## src/rtl/led_seq_pkg.sv

```systemverilog
// Shared state and mode encodings for the LED chase sequencer.
package led_seq_pkg;

  typedef enum logic [1:0] {
    S_IDLE      = 2'd0,
    S_FIRE      = 2'd1,
    S_WAIT_DONE = 2'd2,
    S_GAP       = 2'd3
  } state_e;

  typedef enum logic [1:0] {
    MODE_FWD  = 2'b00,
    MODE_REV  = 2'b01,
    MODE_PING = 2'b10
  } mode_e;

  // The unused encoding 2'b11 runs as forward.
  function automatic mode_e norm_mode(input logic [1:0] m);
    case (m)
      2'b01:   return MODE_REV;
      2'b10:   return MODE_PING;
      default: return MODE_FWD;
    endcase
  endfunction

endpackage

```

## src/rtl/led_chase_sequencer_gap_timer.sv

```systemverilog
// Loadable down-counter with a zero flag; times the inter-channel gap and,
// when enabled, the per-channel done watchdog.
module led_seq_gap_timer #(
  parameter int unsigned W = 4
) (
  input  logic         clk,
  input  logic         rst,
  input  logic         load_i,
  input  logic [W-1:0] load_val_i,
  input  logic         cnt_en_i,
  output logic         zero_o
);

  logic [W-1:0] cnt_q, cnt_d;

  always_comb begin
    cnt_d = cnt_q;
    if (load_i) begin
      cnt_d = load_val_i;
    end else if (cnt_en_i && (cnt_q != '0)) begin
      cnt_d = cnt_q - W'(1);
    end
  end

  always_ff @(posedge clk or posedge rst) begin
    if (rst) begin
      cnt_q <= '0;
    end else begin
      cnt_q <= cnt_d;
    end
  end

  assign zero_o = (cnt_q == '0);

endmodule

```

## src/rtl/led_chase_sequencer.sv

```systemverilog
// Chase sequencer: fires one breathing-LED channel at a time in forward,
// reverse or ping-pong order. Optional done watchdog: LED_SEQ_TIMEOUT_EN.
module led_chase_sequencer
  import led_seq_pkg::*;
#(
  parameter int unsigned N_LED   = 8,
  parameter int unsigned GAP     = 10,
  parameter int unsigned TIMEOUT = 1023,
  parameter int unsigned IDX_W   = $clog2(N_LED)
) (
  input  logic             clk,
  input  logic             rst,
  input  logic             enable,
  input  logic [1:0]       mode,
  input  logic [N_LED-1:0] done_i,
  output logic [N_LED-1:0] start_o,
  output logic [IDX_W-1:0] active_idx,
  output logic             busy,
  output logic             cycle_done,
  output logic             err
);

  localparam int unsigned      GAP_W    = (GAP > 0) ? $clog2(GAP + 1) : 1;
  localparam logic [GAP_W-1:0] GAP_LOAD = (GAP > 0) ? GAP_W'(GAP - 1) : '0;
  localparam logic [IDX_W-1:0] LAST     = IDX_W'(N_LED - 1);
  localparam logic [N_LED-1:0] ONE      = N_LED'(1);

  if ((N_LED < 2) || (N_LED > 32) || (TIMEOUT < 1)) begin : g_bad_params
    $error("led_chase_sequencer: N_LED must be 2..32 and TIMEOUT >= 1");
  end

  state_e           state_q, state_d;
  mode_e            mode_q, mode_d, mode_in;
  logic [IDX_W-1:0] idx_q, idx_d, idx_nxt;
  logic             dir_q, dir_d, dir_nxt;
  logic             cdone_q, cdone_d;
  logic             gap_load, gap_zero, done_sel, advance;

  function automatic logic [IDX_W-1:0] start_of(input mode_e m);
    return (m == MODE_REV) ? LAST : '0;
  endfunction

  assign mode_in  = norm_mode(mode);
  assign done_sel = done_i[idx_q];

  led_seq_gap_timer #(.W(GAP_W)) u_gap_timer (
    .clk        (clk),
    .rst        (rst),
    .load_i     (gap_load),
    .load_val_i (GAP_LOAD),
    .cnt_en_i   (state_q == S_GAP),
    .zero_o     (gap_zero)
  );

`ifdef LED_SEQ_TIMEOUT_EN
  localparam int unsigned WD_W = $clog2(TIMEOUT + 1);
  logic wd_zero, timeout;

  // Loaded while FIRE so it reads zero exactly TIMEOUT clocks after the start.
  led_seq_gap_timer #(.W(WD_W)) u_watchdog (
    .clk        (clk),
    .rst        (rst),
    .load_i     (state_q == S_FIRE),
    .load_val_i (WD_W'(TIMEOUT - 1)),
    .cnt_en_i   (state_q == S_WAIT_DONE),
    .zero_o     (wd_zero)
  );

  assign timeout = (state_q == S_WAIT_DONE) && wd_zero;
  assign advance = done_sel || timeout;
  assign err     = timeout && !done_sel;
`else
  assign advance = done_sel;
  assign err     = 1'b0;
`endif

  always_comb begin
    idx_nxt = idx_q;
    dir_nxt = 1'b1;
    case (mode_q)
      MODE_REV: idx_nxt = (idx_q == '0) ? LAST : idx_q - IDX_W'(1);
      MODE_PING: begin
        idx_nxt = dir_q ? idx_q + IDX_W'(1) : idx_q - IDX_W'(1);
        if (idx_nxt == LAST)     dir_nxt = 1'b0;
        else if (idx_nxt == '0)  dir_nxt = 1'b1;
        else                     dir_nxt = dir_q;
      end
      default:  idx_nxt = (idx_q == LAST) ? '0 : idx_q + IDX_W'(1);
    endcase
  end

  always_comb begin
    state_d  = state_q;
    mode_d   = mode_q;
    idx_d    = idx_q;
    dir_d    = dir_q;
    cdone_d  = 1'b0;
    gap_load = 1'b0;
    case (state_q)
      S_IDLE: begin
        if (enable) begin
          mode_d  = mode_in;
          idx_d   = start_of(mode_in);
          dir_d   = 1'b1;
          state_d = S_FIRE;
        end
      end
      S_FIRE: state_d = S_WAIT_DONE;
      S_WAIT_DONE: begin
        if (advance) begin
          if (!enable) begin
            state_d = S_IDLE;
          end else begin
            // Pass boundary: mode is re-sampled and the new pass start loaded.
            if (idx_nxt == start_of(mode_q)) begin
              cdone_d = 1'b1;
              mode_d  = mode_in;
              idx_d   = start_of(mode_in);
              dir_d   = 1'b1;
            end else begin
              idx_d = idx_nxt;
              dir_d = dir_nxt;
            end
            if (GAP == 0) begin
              state_d = S_FIRE;
            end else begin
              state_d  = S_GAP;
              gap_load = 1'b1;
            end
          end
        end
      end
      S_GAP: begin
        if (!enable)       state_d = S_IDLE;
        else if (gap_zero) state_d = S_FIRE;
      end
      default: state_d = S_IDLE;
    endcase
  end

  always_ff @(posedge clk or posedge rst) begin
    if (rst) begin
      state_q <= S_IDLE;
      mode_q  <= MODE_FWD;
      idx_q   <= '0;
      dir_q   <= 1'b1;
      cdone_q <= 1'b0;
    end else begin
      state_q <= state_d;
      mode_q  <= mode_d;
      idx_q   <= idx_d;
      dir_q   <= dir_d;
      cdone_q <= cdone_d;
    end
  end

  assign start_o    = (state_q == S_FIRE) ? (ONE << idx_q) : '0;
  assign active_idx = idx_q;
  assign busy       = (state_q != S_IDLE);
  assign cycle_done = cdone_q;

endmodule

```

## config.mk

```make
export PLATFORM = sky130hd
export DESIGN_NAME = led_chase_sequencer
export DESIGN_NICKNAME = d
export VERILOG_FILES = /design/src/rtl/led_seq_pkg.sv /design/src/rtl/led_chase_sequencer_gap_timer.sv /design/src/rtl/led_chase_sequencer.sv
export SDC_FILE = /design/constraint.sdc
export NUM_CORES = 1
export LEC_CHECK = 0
export CAP_MARGIN = 20
export CORE_UTILIZATION = 39
export CTS_CLUSTER_SIZE = 8
export DETAILED_ROUTE_END_ITERATION = 8
export GPL_TIMING_DRIVEN = 0
export PLACE_DENSITY = 0.69
export REMOVE_ABC_BUFFERS = 1
export SYNTH_ARGS = -nofsm -noshare
export SYNTH_HDL_FRONTEND = slang
export SYNTH_SLANG_ARGS = --single-unit
```

## constraint.sdc

```tcl
create_clock -name clk -period 2.76 [get_ports clk]
set_input_delay 0.552 -clock clk [delete_from_list [all_inputs] [get_ports clk]]
set_output_delay 0.552 -clock clk [all_outputs]
set_load 0.005 [all_outputs]
```

==> flow_summary.yaml <==
run_status:
  status: "complete, no violations"
timing:
  fin_setup_tns_ns: 0
  finalSetupViolCount: 0
  worst_pin_slew_ns: 0.7218
  hold_violations: 0
  finalMaxSlewViolations: 0
  rsz0062_at_grt: "false"
  finalWorstSetupSlack_ns: 0.1319
  relSlewSlack: 0.5178
  fin_skew_ns: 0.004344
  fin_crit_ns: 2.628
  finalCritPeriodShare: 0.9522
  max_freq_ghz: 0.3805
die:
  fp-row-count: 19
  die_y_microns: 55.59
  num_io_pins: 27
  dieArea_sq_um: 3090
  coreArea_sq_um: 2734
  start_util: 0.4096
  die_w_microns: 55.59
global_routing:
  grt_pass1_vias: 928
  grt_antenna_before_repair: 0
  grt.overflow.total: 0
  grt_first_pass_wirelength_microns: 4043
  grt_use_met1: 0.2176
  global_route.usage.met3: 0.009302
  grtUsageMet2: 0.2719
  grt.busiest_layer: "met2"
  grt.total_usage: 0.1645
  grt_max_degree: 14
final_layout:
  area_delta_synth_final_pct: 33.85
  multi_input_area_sq_um: 770.7
  postLayoutCoreUtil: 0.5483
  diodes: 0
  final_area_sq_um: 1499
  num-fill-cells: 252
  final_nets: 182
  final_layout_size_suffix_gt1_frac: 0.1529
  regArea_sq_um: 327.8
pwr:
  sw_frac_of_total: 0.4401
  leakagePower_nw: 0.6594
  p_int_uw: 955.9
  sequentialPowerShare: 0.231
  power.net_switching_uw: 751.3
  ir_drop_mv: 0.7577
  p_per_area_nw_per_um2: 1139
  combinationalPowerShare: 0.702
  clock_power_share: 0.067
yosys:
  synthDistinctLibCells: 41
  yosys_warnings: 0
  synth_area_leaders: "dfrtp_1 27%, ha_1 12%, mux4_1 4.7%"
  synth_area_sq_um: 1120
  ys_seq_area_frac: 0.2916
  netlist.area_leader.share: 0.2682
  ys_ff_latch: 13
  post_synth.cell_area_avg_sq_um: 8.818
  netlist_instances: 127
  yosysTopAreaCell: "dfrtp_1"
drt:
  wirelength_microns: 2479
  ant_nets: 0
  drtIter0Drc: 49
  first_pass_iters: 4
  drc_errors: 0
  num_vias: 1015
  wl_per_cell_microns: 13.19
  avgViaCountPerCell: 5.399
clock_tree:
  cts_tree: "done"
  numCtsBuffers: 3
  cts_buffer_depth: 2
  clock-sinks: 13
  htreeDepth: 1
  cts_hold_buf: 0
  root_buffer: "clkbuf_4"
  worstSkewPairLatency_ns: 0.27
  clk_pin_slew_ns: 0.08
worst_setup_path:
  slowest_delay_ns: 0.56
  arrival_ns: 2.78
  setup.worst_path.class: "reg -> reg"
  path_delay_family: "simple AND/OR/NAND/NOR gates"
  endpoint_kind: "flop"
  crit_chain: "ha_1, ha_4, nand2_1, o31ai_1, a221o_1, or4_4, a31oi_4, mux2_2"
  cp.buffers_inverters: 0
  cp.required_ns: 2.92
  crit_path_max_fanout: 4
  cp_slowest_cell: "or4_4"
  cp-start-kind: "flop"
placement:
  place_area_sq_um: 1376
  dp_hpwl_microns: 1816
  finalWeightedCongestion: 0.8567
  place.port_buffers: 25
  pre_cts_ws_ns: -0.2542
min_path:
  hold_class: "reg -> reg"
flow_run:
  maxCapViolations: 0
## metrics by stage
step	instances	total power, mW	hold WS [ns]
floorplan	122	1.099	0.4282
global placement	178	1.368	0.5382
detailed placement	178	1.379	0.5484
CTS	185	1.578	0.5674
global route	188	1.856	0.5789
finish	188	1.707	0.5555
## Yosys cell counts
cell	instances
inv_1	10
o21a_1	2
buf_2	2
nand3b_1	2
a311o_1	1
xnor2_2	1
and2_1	3
o211ai_1	1
dfrtp_1	12
or2_2	3
buf_4	1
a22o_1	1
nand3_1	4
dfstp_2	1
o21ai_0	3
a221o_1	1
clkbuf_1	1
nand4_1	1
mux2i_1	2
nand2_1	12
a211oi_1	1
nand2b_1	6
and3_1	7
mux2_2	1
o22ai_1	1
ha_1	11
nor3_1	2
or4b_2	1
o31ai_1	1
or4_4	1
a21oi_1	10
a22oi_1	2
nor2_1	5
nor2b_1	2
mux4_1	2
xnor2_1	2
a31oi_1	4
a32oi_1	1
o211a_1	1
conb_1	1
buf_6	1
## final cells by class
| class | count | share of cell area |
|---|---|---|
| Clock buffer | 4 | 0.01753 |
| Tap cell | 31 | 0.02588 |
| Inverter | 10 | 0.02671 |
| Multi-Input combinational cell | 99 | 0.5142 |
| Sequential cell | 13 | 0.2187 |
| Timing Repair Buffer | 31 | 0.1970 |
## final timing paths
| kind | from | endpoint | slack (ns) | cells past startpoint |
|---|---|---|---|---|
| worst max-delay path | active_idx[0] | mode_q[0] | 0.13 | 8 |
| worst min-delay path | u_gap_timer.cnt_q[1] | u_gap_timer.cnt_q[1] | 0.56 | 1 |
| worst max register to register | active_idx[0] | mode_q[0] | 0.13 | 8 |
| worst min register to register | u_gap_timer.cnt_q[1] | u_gap_timer.cnt_q[1] | 0.56 | 1 |
| max in group asynchronous | rst | dir_q | 1.81 | 2 |
| min in group asynchronous | rst | active_idx[2] | 0.60 | 2 |
## power groups by stage
stage | Sequential [mW] | Combinational (mW) | Clock (mW)
after CTS | 0.385 | 1.08 | 0.118
after floorplan | 0.370 | 0.729 | 0
after global routing | 0.409 | 1.32 | 0.128
after global placement | 0.398 | 0.970 | 0
after detailed placement | 0.400 | 0.979 | 0
final | 0.394 | 1.20 | 0.115
## metal layers
layer,part of all wire,vias up,wire length [microns]
li1,-,513,-
met1,0.50,476,1231
met2,0.45,22,1126
met3,0.031,4,76
met4,0.018,0,44
met5,0,-,0
## repair_timing
item,4_1_cts,5_1_grt
setup endpoints to repair,5,4
setup buffers,3,3
gates resized for setup,4,7
pin swaps,1,2
## cells in the final DEF, fill, tap and decap left out, types with 2 or more instances in the layout
cell	count
clkdlybuf4s50_1	25
nand2_1	12
dfrtp_1	11
a21oi_1	10
ha_1	9
inv_1	8
and3_1	7
nand2b_1	6
buf_4	6
nor2_1	5
a31oi_1	3
o21ai_0	3
nand3_1	3
and2_1	3
clkbuf_4	3
mux4_1	2
mux2i_1	2
nand3b_1	2
nor2b_1	2
nor3_1	2
o21a_1	2
a22oi_1	2
or2_2	2
xnor2_1	2
ha_4	2
## logic make-up (layout without fill, tap and decap cells)
logic type,Yosys count,count (layout),synth area share
other cells,1,1,0.003349
buf+inv,15,45,0.06257
xor+xnor,3,3,0.03017
flops,13,13,0.2916
mux,5,5,0.07486
compound gates,30,30,0.1754
simple gates,49,49,0.2391
fa+ha+maj,11,11,0.1229
## state kept, by name (all words and copies together), names as in the netlist
signal and count:
mode_q 2, cycle_done 1, u_gap_timer.cnt_q 4, dir_q 1, active_idx 3, state_q 2
Note: power is estimated with default switching activity, not from simulation.
